==> src/rtl/regfile_dump_pkg.sv <==
// Shared defaults and FSM encoding for the register-file dump engine.
package regfile_dump_pkg;

    localparam int DEF_DATA_W   = 32;
    localparam int DEF_ADDR_W   = 5;
    localparam int DEF_NUM_REGS = 32;

    typedef enum logic [1:0] {
        ST_IDLE  = 2'd0,
        ST_RUN   = 2'd1,
        ST_DRAIN = 2'd2
    } state_t;

endpackage

==> src/rtl/regfile_dump_obuf.sv <==
// Single-entry output register with valid/ready handshake; refills in the same
// cycle its current beat is taken so a steady stream has no bubbles.
module regfile_dump_obuf
    import regfile_dump_pkg::*;
#(
    parameter int DATA_W = DEF_DATA_W,
    parameter int ADDR_W = DEF_ADDR_W
) (
    input  logic              clk,
    input  logic              reset,
    input  logic              load,
    input  logic [DATA_W-1:0] in_data,
    input  logic [ADDR_W-1:0] in_addr,
    input  logic              in_last,
    input  logic              ready,
    output logic              valid,
    output logic [DATA_W-1:0] data,
    output logic [ADDR_W-1:0] addr,
    output logic              last,
    output logic              free
);

    assign free = !valid || ready;

    always_ff @(posedge clk) begin
        if (reset) begin
            valid <= 1'b0;
            data  <= '0;
            addr  <= '0;
            last  <= 1'b0;
        end else if (load && free) begin
            valid <= 1'b1;
            data  <= in_data;
            addr  <= in_addr;
            last  <= in_last;
        end else if (ready) begin
            valid <= 1'b0;
        end
    end

endmodule

==> src/rtl/regfile_dump.sv <==
// Walks a register range through one RF read port and streams each word out
// with its index on a valid/ready interface.
//
//   state    | meaning
//   ST_IDLE  | waiting for start; range latched when it arrives
//   ST_RUN   | loading one beat per free output slot, cur advancing
//   ST_DRAIN | final beat loaded, waiting for the sink to take it
module regfile_dump
    import regfile_dump_pkg::*;
#(
    parameter int DATA_W   = DEF_DATA_W,
    parameter int ADDR_W   = DEF_ADDR_W,
    parameter int NUM_REGS = DEF_NUM_REGS
) (
    input  logic              clk,
    input  logic              reset,
    input  logic              start,
    input  logic [ADDR_W-1:0] first_addr,
    input  logic [ADDR_W-1:0] last_addr,
    output logic              busy,
    output logic              done,
    output logic [ADDR_W-1:0] rf_addr,
    input  logic [DATA_W-1:0] rf_data,
    output logic              dump_valid,
    input  logic              dump_ready,
    output logic [DATA_W-1:0] dump_data,
    output logic [ADDR_W-1:0] dump_addr,
    output logic              dump_last
);

    state_t            state;
    logic [ADDR_W-1:0] cur;
    logic [ADDR_W-1:0] last_q;
    logic [ADDR_W-1:0] cur_next;
    logic              free;
    logic              load;

    assign rf_addr  = cur;
    assign busy     = (state != ST_IDLE);
    assign load     = (state == ST_RUN);
    // Explicit wrap keeps the walk correct even if NUM_REGS < 2**ADDR_W.
    assign cur_next = (cur == ADDR_W'(NUM_REGS - 1)) ? '0 : cur + 1'b1;

    always_ff @(posedge clk) begin
        if (reset) begin
            state  <= ST_IDLE;
            cur    <= '0;
            last_q <= '0;
            done   <= 1'b0;
        end else begin
            done <= 1'b0;
            case (state)
                ST_IDLE: begin
                    if (start) begin
                        cur    <= first_addr;
                        last_q <= last_addr;
                        state  <= ST_RUN;
                    end
                end
                ST_RUN: begin
                    if (free) begin
                        if (cur == last_q) state <= ST_DRAIN;
                        else               cur   <= cur_next;
                    end
                end
                ST_DRAIN: begin
                    if (dump_valid && dump_ready) begin
                        state <= ST_IDLE;
                        done  <= 1'b1;
                    end
                end
                default: state <= ST_IDLE;
            endcase
        end
    end

    regfile_dump_obuf #(
        .DATA_W (DATA_W),
        .ADDR_W (ADDR_W)
    ) u_obuf (
        .clk     (clk),
        .reset   (reset),
        .load    (load),
        .in_data (rf_data),
        .in_addr (cur),
        .in_last (cur == last_q),
        .ready   (dump_ready),
        .valid   (dump_valid),
        .data    (dump_data),
        .addr    (dump_addr),
        .last    (dump_last),
        .free    (free)
    );

endmodule
==> config.mk <==
export PLATFORM = sky130hd
export DESIGN_NAME = regfile_dump
export DESIGN_NICKNAME = d
export VERILOG_FILES = /design/src/rtl/regfile_dump_pkg.sv /design/src/rtl/regfile_dump_obuf.sv /design/src/rtl/regfile_dump.sv
export SDC_FILE = /design/constraint.sdc
export NUM_CORES = 1
export LEC_CHECK = 0
export BUFFER_PORTS_ARGS = -buffer_cell sky130_fd_sc_hd__clkbuf_2
export CORE_MARGIN = 10
export CORE_UTILIZATION = 49
export DETAILED_ROUTE_END_ITERATION = 10
export PLACE_DENSITY = 0.88
export SETUP_SLACK_MARGIN = 0.3
export SYNTH_ARGS = -nofsm -noshare
export SYNTH_HDL_FRONTEND = slang
export SYNTH_SLANG_ARGS = --single-unit
==> constraint.sdc <==
create_clock -name clk -period 4.1 [get_ports clk]
set_clock_uncertainty 0.2 [all_clocks]
set_input_delay 0.41 -clock clk [delete_from_list [all_inputs] [get_ports clk]]
set_output_delay 0.41 -clock clk [all_outputs]
set_load 0.05 [all_outputs]
==> results.sh <==
export IMPL_status="finished, final reports clean"
export IMPL_fp_row_count=23
export IMPL_htree_levels=2
export IMPL_path_class="register to register"
export IMPL_cts_root_buf="clkbuf_8"
export IMPL_areaGrowthSynthToFinish_pct=26.57
export IMPL_overflow=0
export IMPL_drc=0
export IMPL_critPathBufInv=0
export IMPL_setup_worst_path_end_class="register"
export IMPL_start_kind="register"
export IMPL_avgViaCountPerCell=5.102
export IMPL_ys_warn_count=0
export IMPL_cap_violations=0
export IMPL_grt_pass1_vias=1991
export IMPL_io_buffers=91
export IMPL_r2r_start="state[0]"
export IMPL_core_area_um2=4058
export IMPL_synth_most_common_cell="nand2_1"
export IMPL_drt_first_iter_violations=98
export IMPL_seq_area_frac_synth=0.5012
export IMPL_post_place_ws_ns=1.670
export IMPL_die_w_um=85.11
export IMPL_period_share=0.5950
export IMPL_finalSetupViolations=0
export IMPL_worstPathArrival_ns=2.38
export IMPL_synthFlopType="dfxtp_1"
export IMPL_synth_cells=257
export IMPL_holdBufCountCts=0
export IMPL_worstHoldStart="rf_data[21]"
export IMPL_slew_headroom=0.1713
export IMPL_cts_tree="built"
export IMPL_synth_area_leaders="dfxtp_1, nand2_1, a21oi_1, mux2i_1, xnor2_1"
export IMPL_synth_common_cells="nand2_1, dfxtp_1, a21oi_1"
export IMPL_fin_setup_tns_ns=0
export IMPL_place_congestion=0.8349
export IMPL_final_antenna_net_count=0
export IMPL_synth_top_cell_area_share=0.5012
export IMPL_crit_slowest_cell="nand2_1"
export IMPL_grt_antenna_before_repair=0
export IMPL_path_clk_slew_ns=0.09
export IMPL_worst_slew_pin_slew_ns=1.240
export IMPL_whs_ns=0.1205
export IMPL_fill_cells=372
export IMPL_ys_ff_latch=52
export IMPL_cp_startpoint="state[0]"
export IMPL_fin_ws_ns=1.660
export IMPL_async_flop_share=0
export IMPL_synth_enable_flop_cells=0
export IMPL_critPathTopFamily="simple AND/OR/NAND/NOR gates"
export IMPL_path_cells="nor2b_1 > nand2_1 > nand2_1 > a21oi_1"
export IMPL_crit_fanout=38
export IMPL_synth_nets=305
export IMPL_slew_viol_final=0
export IMPL_p_per_area_nw_per_um2=725.2
export IMPL_fmax_mhz=409.9
export IMPL_vias=2000
export IMPL_num_antenna_cells=0
export IMPL_crit_path_frequent_cell="nand2_1"
export IMPL_synth_largest_area_cell="dfxtp_1"
export IMPL_initial_utilization=0.5119
export IMPL_fin_crit_ns=2.440
export IMPL_p_total_mw=1.906
export IMPL_clkLatencyLatePin_ns=0.30
export IMPL_ios=92
export IMPL_syn_area_um2=2077
export IMPL_rsz0062_at_grt="no"
export IMPL_final_layout_size_suffix_gt1_frac=0.3070
export IMPL_cts_buffers=5
export IMPL_min_path_type="input pin to register"
export IMPL_cp_data_required_time_ns=4.04
export IMPL_leakage_nw=1.195
export IMPL_wl_per_cell_um=14.38
export IMPL_final_hold_violation_count=0
export IMPL_max_stage_delay_ns=0.83
export IMPL_fin_nets=389
export IMPL_postCtsSetupBuffers=0
export IMPL_clock_sinks=52
export IMPL_grt_first_pass_wirelength_um=9328
export IMPL_ir_drop_v=0.0004078
export IMPL_cts_buffer_depth=2
export IMPL_drt_pass1_iterations=4
export IMPL_die_y_um=85.11
export IMPL_dieArea_um2=7243
export IMPL_track_usage=0.1542
export IMPL_dp_hpwl_um=4303
export IMPL_totalWireLength_um=5636
export IMPL_cts_resized=0
export IMPL_netlist_cell_type_count=34
export IMPL_syn_avg_cell_area_um2=8.082
export IMPL_grt_max_degree=49
[where the power goes]
part | switching (mW) | total [mW] | internal, mW | leakage [nW]
registers | 0.0981 | 0.710 | 0.612 | 0.424
logic | 0.660 | 0.901 | 0.241 | 0.726
clock network | 0.158 | 0.295 | 0.137 | 0.0445
[flip-flops by register name (all words and copies together), names as in the netlist]
signal / cells
done: 1
last_q: 5
rf_addr: 5
state: 2
u_obuf.addr: 5
u_obuf.data: 32
u_obuf.last: 1
u_obuf.valid: 1
[worst paths after layout]
kind	end	slack [ns]	cells past startpoint
worst max-delay path	u_obuf.data[3]	1.66	4
worst min-delay path	u_obuf.data[21]	0.12	3
worst max register to register	u_obuf.data[3]	1.66	4
worst min register to register	u_obuf.data[7]	0.26	2
[layer usage]
metal,vias up,GRT usage,share of wire
met1,884,0.1815,0.41
li1,1024,-,-
met5,-,0,0
met2,79,0.2411,0.46
met4,0,0.07934,0.034
met3,13,0.05449,0.090
[worst min-delay path, delay by kind of cell]
| kind | cells | cell delay [ns] |
|---|---|---|
| buffers and inverters | 1 | 0.08 |
| AOI/OAI and AO/OA | 1 | 0.05 |
| and+or+nand+nor | 1 | 0.04 |
[logic make-up after synthesis]
family	count (synthesis)	share of synthesized area
flip-flops	52	0.5012
adder cells (fa/ha/maj)	2	0.01205
XOR/XNOR	6	0.02530
AND/OR/NAND/NOR	116	0.2349
AO/OA/AOI/OAI	59	0.1615
buffers and inverters	16	0.03554
multiplexers	6	0.02952
[metrics by stage]
stage               utilization  cell area (um^2)  std cells
floorplan                     -              2077        257
global placement         0.6247              2535        384
detailed placement       0.6247              2535        384
CTS                      0.6479              2629        392
global route             0.6479              2629        392
finish                   0.6479              2629        392
[cell usage in the layout (no fill, tap or decap), types with 3 or more instances in the layout]
cell type / Yosys / final
nand3_1: 3 / 3
nor2b_1: 3 / 3
mux2i_1: 5 / 5
and3_1: 3 / 3
dfxtp_1: 52 / 52
xnor2_1: 4 / 4
o211ai_1: 3 / 3
clkbuf_2: 0 / 91
clkbuf_8: 0 / 6
nor2_1: 6 / 5
nand2_1: 91 / 91
a21oi_1: 45 / 45
[final cells by class]
type                       count  area, um^2  area share
tap                           50       62.56     0.02380
inverter                       1       3.754    0.001428
multi-input combinational    189       964.7      0.3670
clock inverter                 1       7.507    0.002856
sequential                    52        1041      0.3960
timing repair buffer          92       462.9      0.1761
clock buffer                   7       86.33     0.03284
Power figures use the tool's default switching activity.
